<file path="config.mk">
export PLATFORM = sky130hd
export DESIGN_NAME = alarm_clock_core
export DESIGN_NICKNAME = d
export VERILOG_FILES = /design/src/rtl/alarm_clock_core.sv
export SDC_FILE = /design/constraint.sdc
export NUM_CORES = 1
export LEC_CHECK = 0
export BUFFER_PORTS_ARGS = -buffer_cell sky130_fd_sc_hd__buf_2
export CORE_MARGIN = 2
export CORE_UTILIZATION = 30
export CTS_CLUSTER_SIZE = 20
export DETAILED_ROUTE_END_ITERATION = 8
export GPL_ROUTABILITY_DRIVEN = 0
export HOLD_SLACK_MARGIN = 0.06
export SYNTH_ARGS = -nofsm -noshare
export SYNTH_HDL_FRONTEND = slang
export SYNTH_SLANG_ARGS = --single-unit
</file>
<file path="constraint.sdc">
create_clock -name clk -period 12.15 [get_ports clk]
set_input_delay 1.215 -clock clk [delete_from_list [all_inputs] [get_ports clk]]
set_output_delay 1.215 -clock clk [all_outputs]
set_load 0.05 [all_outputs]
</file>
<file path="src/rtl/alarm_clock_core.sv">
// HH:MM:SS timekeeper with settable alarm, ring/snooze FSM and a multiplexed
// seven-segment display driver, all clock-enabled from one fast clock.
module alarm_clock_core #(
  parameter int TICKS_PER_SEC = 100_000_000,
  parameter int SCAN_DIV      = 125_000,
  parameter int DIGITS        = 4,
  parameter int RING_SECS     = 60,
  parameter int SNOOZE_MIN    = 5
) (
  input  logic              clk,
  input  logic              reset,
  input  logic [1:0]        set_mode,
  input  logic              inc_hr,
  input  logic              inc_min,
  input  logic              alarm_en,
  input  logic              snooze,
  input  logic              stop,
  output logic [4:0]        hours,
  output logic [5:0]        minutes,
  output logic [5:0]        seconds,
  output logic              sec_tick,
  output logic              ringing,
  output logic              play_sound,
  output logic [DIGITS-1:0] an,
  output logic [6:0]        seg,
  output logic [1:0]        state_dbg
);

  localparam int PW = (TICKS_PER_SEC > 1) ? $clog2(TICKS_PER_SEC) : 1;
  localparam int SW = (SCAN_DIV > 1) ? $clog2(SCAN_DIV) : 1;
  localparam int IW = $clog2(DIGITS);
  localparam int RW = $clog2(RING_SECS + 1);
  localparam int NW = $clog2(SNOOZE_MIN * 60 + 1);

  localparam logic [PW-1:0] PRESC_LAST  = PW'(TICKS_PER_SEC - 1);
  localparam logic [PW-1:0] PRESC_HALF  = PW'(TICKS_PER_SEC / 2);
  localparam logic [SW-1:0] SCAN_LAST   = SW'(SCAN_DIV - 1);
  localparam logic [IW-1:0] IDX_LAST    = IW'(DIGITS - 1);
  localparam logic [RW-1:0] RING_LAST   = RW'(RING_SECS - 1);
  localparam logic [NW-1:0] SNOOZE_LOAD = NW'(SNOOZE_MIN * 60);

  typedef enum logic [1:0] {
    IDLE    = 2'd0,
    RINGING = 2'd1,
    SNOOZED = 2'd2
  } alarm_state_e;

  // Control inputs are single-cycle pulses sampled on the clock edge; there is
  // no valid/ready handshake anywhere in this block.
  logic set_time;
  logic set_alarm;
  assign set_time  = (set_mode == 2'b01);
  assign set_alarm = (set_mode == 2'b10);

  logic [PW-1:0] presc_q, presc_d;
  logic [SW-1:0] scan_q;
  logic [IW-1:0] idx_q;
  logic [4:0]    hr_q, hr_d, al_hr_q, al_hr_d;
  logic [5:0]    min_q, min_d, sec_q, sec_d, al_min_q, al_min_d;
  logic [RW-1:0] ring_q, ring_d;
  logic [NW-1:0] snz_q, snz_d;
  alarm_state_e  state_q, state_d;
  logic          tick;
  logic          alarm_match;

  function automatic logic [5:0] wrap60(input logic [5:0] v);
    return (v == 6'd59) ? 6'd0 : v + 6'd1;
  endfunction

  function automatic logic [4:0] wrap24(input logic [4:0] v);
    return (v == 5'd23) ? 5'd0 : v + 5'd1;
  endfunction

  function automatic logic [6:0] seg_code(input logic [3:0] d);
    logic [6:0] s;
    case (d)
      4'd0:    s = 7'b0000001;
      4'd1:    s = 7'b1001111;
      4'd2:    s = 7'b0010010;
      4'd3:    s = 7'b0000110;
      4'd4:    s = 7'b1001100;
      4'd5:    s = 7'b0100100;
      4'd6:    s = 7'b0100000;
      4'd7:    s = 7'b0001111;
      4'd8:    s = 7'b0000000;
      4'd9:    s = 7'b0001100;
      default: s = 7'b1111111;
    endcase
    return s;
  endfunction

  // The prescaler is frozen at zero while setting time so the first second
  // after leaving set mode is a full second long.
  always_comb begin
    presc_d = presc_q + PW'(1);
    if (set_time || presc_q == PRESC_LAST) begin
      presc_d = '0;
    end
  end

  assign tick = !set_time && (presc_q == PRESC_LAST);

  always_comb begin
    hr_d  = hr_q;
    min_d = min_q;
    sec_d = sec_q;
    if (set_time) begin
      sec_d = '0;
      if (inc_min) min_d = wrap60(min_q);
      if (inc_hr)  hr_d  = wrap24(hr_q);
    end else if (tick) begin
      sec_d = wrap60(sec_q);
      if (sec_q == 6'd59) begin
        min_d = wrap60(min_q);
        if (min_q == 6'd59) hr_d = wrap24(hr_q);
      end
    end
  end

  always_comb begin
    al_hr_d  = al_hr_q;
    al_min_d = al_min_q;
    if (set_alarm) begin
      if (inc_min) al_min_d = wrap60(al_min_q);
      if (inc_hr)  al_hr_d  = wrap24(al_hr_q);
    end
  end

  // Compared against the time as it will be after this edge.
  assign alarm_match = (sec_d == 6'd0) && (min_d == al_min_q) && (hr_d == al_hr_q);

  always_comb begin
    state_d = state_q;
    ring_d  = ring_q;
    snz_d   = snz_q;
    case (state_q)
      IDLE: begin
        if (tick && alarm_match && alarm_en && !set_time) begin
          state_d = RINGING;
          ring_d  = '0;
        end
      end
      RINGING: begin
        if (stop) begin
          state_d = IDLE;
        end else if (snooze) begin
          state_d = SNOOZED;
          snz_d   = SNOOZE_LOAD;
        end else if (tick) begin
          if (ring_q == RING_LAST) state_d = IDLE;
          else                     ring_d  = ring_q + RW'(1);
        end
      end
      SNOOZED: begin
        if (stop) begin
          state_d = IDLE;
        end else if (tick) begin
          // The tick that takes the countdown to zero re-rings.
          if (snz_q <= NW'(1)) begin
            snz_d   = '0;
            state_d = RINGING;
            ring_d  = '0;
          end else begin
            snz_d = snz_q - NW'(1);
          end
        end
      end
      default: state_d = IDLE;
    endcase
    if (!alarm_en || set_time) begin
      state_d = IDLE;
    end
  end

  logic [4:0]        disp_hr;
  logic [5:0]        disp_min;
  logic [5:0]        disp_sec;
  logic [2:0]        pos;
  logic [3:0]        digit;
  logic [DIGITS-1:0] one_hot;
  logic [DIGITS-1:0] an_d;
  logic              blank_d;

  // Digit positions are numbered S1..H10; a 4-digit display starts at M1.
  always_comb begin
    disp_hr  = set_alarm ? al_hr_q  : hr_q;
    disp_min = set_alarm ? al_min_q : min_q;
    disp_sec = set_alarm ? 6'd0     : sec_q;
    pos      = (DIGITS == 6) ? 3'(idx_q) : 3'(idx_q) + 3'd2;
    case (pos)
      3'd0:    digit = 4'(disp_sec % 6'd10);
      3'd1:    digit = 4'(disp_sec / 6'd10);
      3'd2:    digit = 4'(disp_min % 6'd10);
      3'd3:    digit = 4'(disp_min / 6'd10);
      3'd4:    digit = 4'(disp_hr % 5'd10);
      3'd5:    digit = 4'(disp_hr / 5'd10);
      default: digit = 4'd0;
    endcase
  end

  // Blanking looks at the next state/prescaler so it lines up with the
  // registered prescaler phase rather than trailing it by a cycle.
  always_comb begin
    one_hot = {{(DIGITS-1){1'b0}}, 1'b1} << idx_q;
    blank_d = (state_d == RINGING) && (presc_d >= PRESC_HALF);
    an_d    = blank_d ? {DIGITS{1'b1}} : ~one_hot;
  end

  always_ff @(posedge clk) begin
    if (reset) begin
      presc_q  <= '0;
      scan_q   <= '0;
      idx_q    <= '0;
      hr_q     <= '0;
      min_q    <= '0;
      sec_q    <= '0;
      al_hr_q  <= '0;
      al_min_q <= '0;
      state_q  <= IDLE;
      ring_q   <= '0;
      snz_q    <= '0;
      an       <= {{(DIGITS-1){1'b1}}, 1'b0};
      seg      <= 7'b0000001;
    end else begin
      presc_q  <= presc_d;
      hr_q     <= hr_d;
      min_q    <= min_d;
      sec_q    <= sec_d;
      al_hr_q  <= al_hr_d;
      al_min_q <= al_min_d;
      state_q  <= state_d;
      ring_q   <= ring_d;
      snz_q    <= snz_d;
      if (scan_q == SCAN_LAST) begin
        scan_q <= '0;
        idx_q  <= (idx_q == IDX_LAST) ? '0 : idx_q + IW'(1);
      end else begin
        scan_q <= scan_q + SW'(1);
      end
      an  <= an_d;
      seg <= seg_code(digit);
    end
  end

  assign hours      = hr_q;
  assign minutes    = min_q;
  assign seconds    = sec_q;
  assign sec_tick   = tick;
  assign ringing    = (state_q == RINGING);
  assign play_sound = ringing;
  assign state_dbg  = state_q;

endmodule

</file>
==> out/results.tsv <==
stage	metric	value	unit
outcome	status	finished clean	
floorplan	Die Height	157	um
floorplan	row count	55	
cells_and_area	share of layout cells above drive strength 1	10.1	%
clock_network	TritonCTS Buffers	9	
yosys	Syn Std Cell Area	6980	um^2
timing	fmax	199	MHz
global_route	pin count of the biggest net entering global routing	46	
yosys	Simple-Gate Fraction of Synth Area	33.1	%
floorplan	core area	22800	um^2
routing	via count	6659	
yosys	post-synth top area cell	dfxtp_1	
setup_path	critical path data required time	12370	ps
clock_network	CTS tree	built	
global_route	first-pass GRT wire length	31100	um
yosys	Syn Inst Count	913	
timing	RSZ-0062 raised after global routing	no	
global_route	remaining global-route overflow	0	
yosys	Synth Area in Compound Gates	18.0	%
routing	vias per cell	5.41	
timing	Tmin final	5020	ps
routing	wire per inst	15.4	um
timing	final setup violation count	0	
clock_network	cts repair resizes	0	
cells_and_area	Syn-to-layout area delta	10.2	%
cells_and_area	Final Net Count	946	
yosys	Synth Area in XOR/XNOR	7.65	%
yosys	most common cell in the netlist	nor2_1	
cells_and_area	multi-input logic area	4630	um^2
timing	worst slew pin tran	1100	ps
clock_network	CTS clk-pin slew, worst paths	70	ps
yosys	top-area cell type share of the netlist area	29.2	%
routing	DR pass1 iterations	5	
setup_path	critical path class	input pin to flip-flop	
yosys	async set or reset register ratio after synthesis	0	%
clock_network	Setup Buffers After CTS	0	
setup_path	crit path max fanout	11	
yosys	largest family of logic cells by synthesized area	simple AND/OR/NAND/NOR gates	
yosys	Yosys reg bits	102	
yosys	adder-cell area share of the yosys netlist	4.48	%
timing	PnR worst setup slack	7130	ps
routing	post-route DRC violation count	0	
setup_path	crit path DAT	5240	ps
yosys	Synth area leaders	dfxtp_1, nor2_1, ha_1, xor2_1, nand2_1	
hold_path	hold crit path type	flip-flop to flip-flop	
setup_path	Crit. Startpoint	set_mode[0]	
global_route	GRT Total Usage	15.7	%
setup_path	nature of the critical path endpoint	flip-flop	
hold_path	hold path startpoint	scan_q[0]	
timing	setup TNS	0	ps
yosys	mux share of post-synthesis cell area	2.99	%
placement	PortBufs	41	
clock_network	clk sink count	102	
pwr	Pleak	0.00269	uW
yosys	Post-synth EDFFs	0	
floorplan	die width	157	um
setup_path	R2R Path Start	idx_q[1]	
clock_network	hold-fix buffers at CTS	0	
global_route	initial antenna violation count	0	
yosys	Synthesized Nets	947	
pwr	Power Density	89.9	nW/um^2
routing	Post-Route WL	18900	um
timing	Final Hold Fails	0	
placement	post-DP HPWL	13500	um
cells_and_area	# diodes	0	
yosys	Synth Flop Type	dfxtp_1	
yosys	Syn. warnings	0	
yosys	Cell variety after synth	86	
floorplan	Starting Density	30.7	%
pwr	Peak supply drop	0.0000491	V
floorplan	I/O pin count	42	
clock_network	root buf cell	clkbuf_16	
clock_network	CTS Buffer Depth	2	
yosys	synthesized area per cell	7.65	um^2
setup_path	Startpoint Class	input pin	
job	maxcap violations	0	
cells_and_area	fillers	2435	
routing	Antenna Nets Post-Route	0	
floorplan	die area	24500	um^2
global_route	vias in the first global route	5989	
yosys	Commonest cells post-synth	nor2_1, dfxtp_1, nand2_1, clkbuf_1, nand3_1	
routing	number of DRC markers in iteration 0	690	
placement	placed cell areas	7390	um^2
clock_network	H-tree levels	3	
clock_network	Skew-Pair Late Insertion Delay	360	ps
yosys	register area share after synthesis	29.2	%
cells_and_area	final instance area	7690	um^2
timing	clock skew	10.0	ps
timing	Max transition margin	26.4	%
placement	pre-CTS setup slack	6730	ps
cells_and_area	FF/Latch Area	2040	um^2
timing	final max-slew violation count	0	
timing	Tcrit/Tclk final	41.3	%
state kept, by name, summed over array words and instances (netlist names):
signal     cells
presc_q       27
seg            7
idx_q          2
minutes        6
seconds        6
an             4
ring_q         6
hours          5
state_dbg      2
al_min_q       6
al_hr_q        5
snz_q          9
scan_q        17
cell type report:
type / count / share of cell area, %
clock buffers: 9 / 2.93
clock inverters: 7 / 1.07
inverters: 22 / 1.07
multi-input cells: 731 / 60.1
flip-flops and latches: 102 / 26.5
well taps: 313 / 5.09
repair buffers: 46 / 3.15
layout by cell type, fill, tap and decap left out, drive strengths merged, types with 23 or more instances in the layout:
cell | Yosys | routed
inv | 21 | 23
nor2 | 119 | 119
a21oi | 48 | 48
buf | 5 | 46
nand3 | 48 | 48
nor3 | 30 | 30
xnor2 | 28 | 28
nand2 | 76 | 76
ha | 25 | 25
dfxtp | 102 | 102
o21ai | 45 | 45
xor2 | 33 | 33
per-stage QoR:
| step | total power, uW | cells | hold WS, ps | utilization, % |
|---|---|---|---|---|
| after floorplan | 379 | 913 | 413 | - |
| after global placement | 392 | 1214 | 426 | 32.4 |
| after detailed placement | 392 | 1214 | 432 | 32.4 |
| after CTS | 700 | 1230 | 448 | 33.8 |
| after global routing | 716 | 1230 | 487 | 33.8 |
| final | 692 | 1230 | 449 | 33.8 |
critical path: stages:
cell and delay [ps]:
buf_2 160, nand2b_1 470, mux2_2 400, a211oi_1 570, nor4_1 120, nor2_1 180
ha_1 240, o21ai_0 110, nand4_1 120, and3_1 150, o32ai_1 720, inv_1 160
ha_1 240, nor3_1 250, o31ai_1 110
per-layer routing:
layer | wire (um) | GRT usage (%)
met1 | 9100 | 21.4
met3 | 916 | 2.35
met5 | 0 | 0
met4 | 431 | 5.81
met2 | 8470 | 25.1
logic make-up after synthesis:
logic type,count (synthesis)
and+or+nand+nor,436
xor gates and xnor gates,61
DFF,102
muxes,20
adders and majority gates,25
buffers and inverters,80
AOI/OAI and AO/OA,189
power by group:
group          total, uW  switching [uW]  internal [uW]
Combinational       41.5            29.1           12.4
Sequential           343            5.26            337
Clock                307             144            163
final timing paths:
path | endpoint | slack [ps] | cells after the start
worst max register to register | seg[0] | 7600 | 16
worst min register to register | scan_q[0] | 450 | 1
worst min-delay path | scan_q[0] | 450 | 1
worst max-delay path | seg[0] | 7130 | 15
No activity file was read; power rests on OpenSTA's default activity.
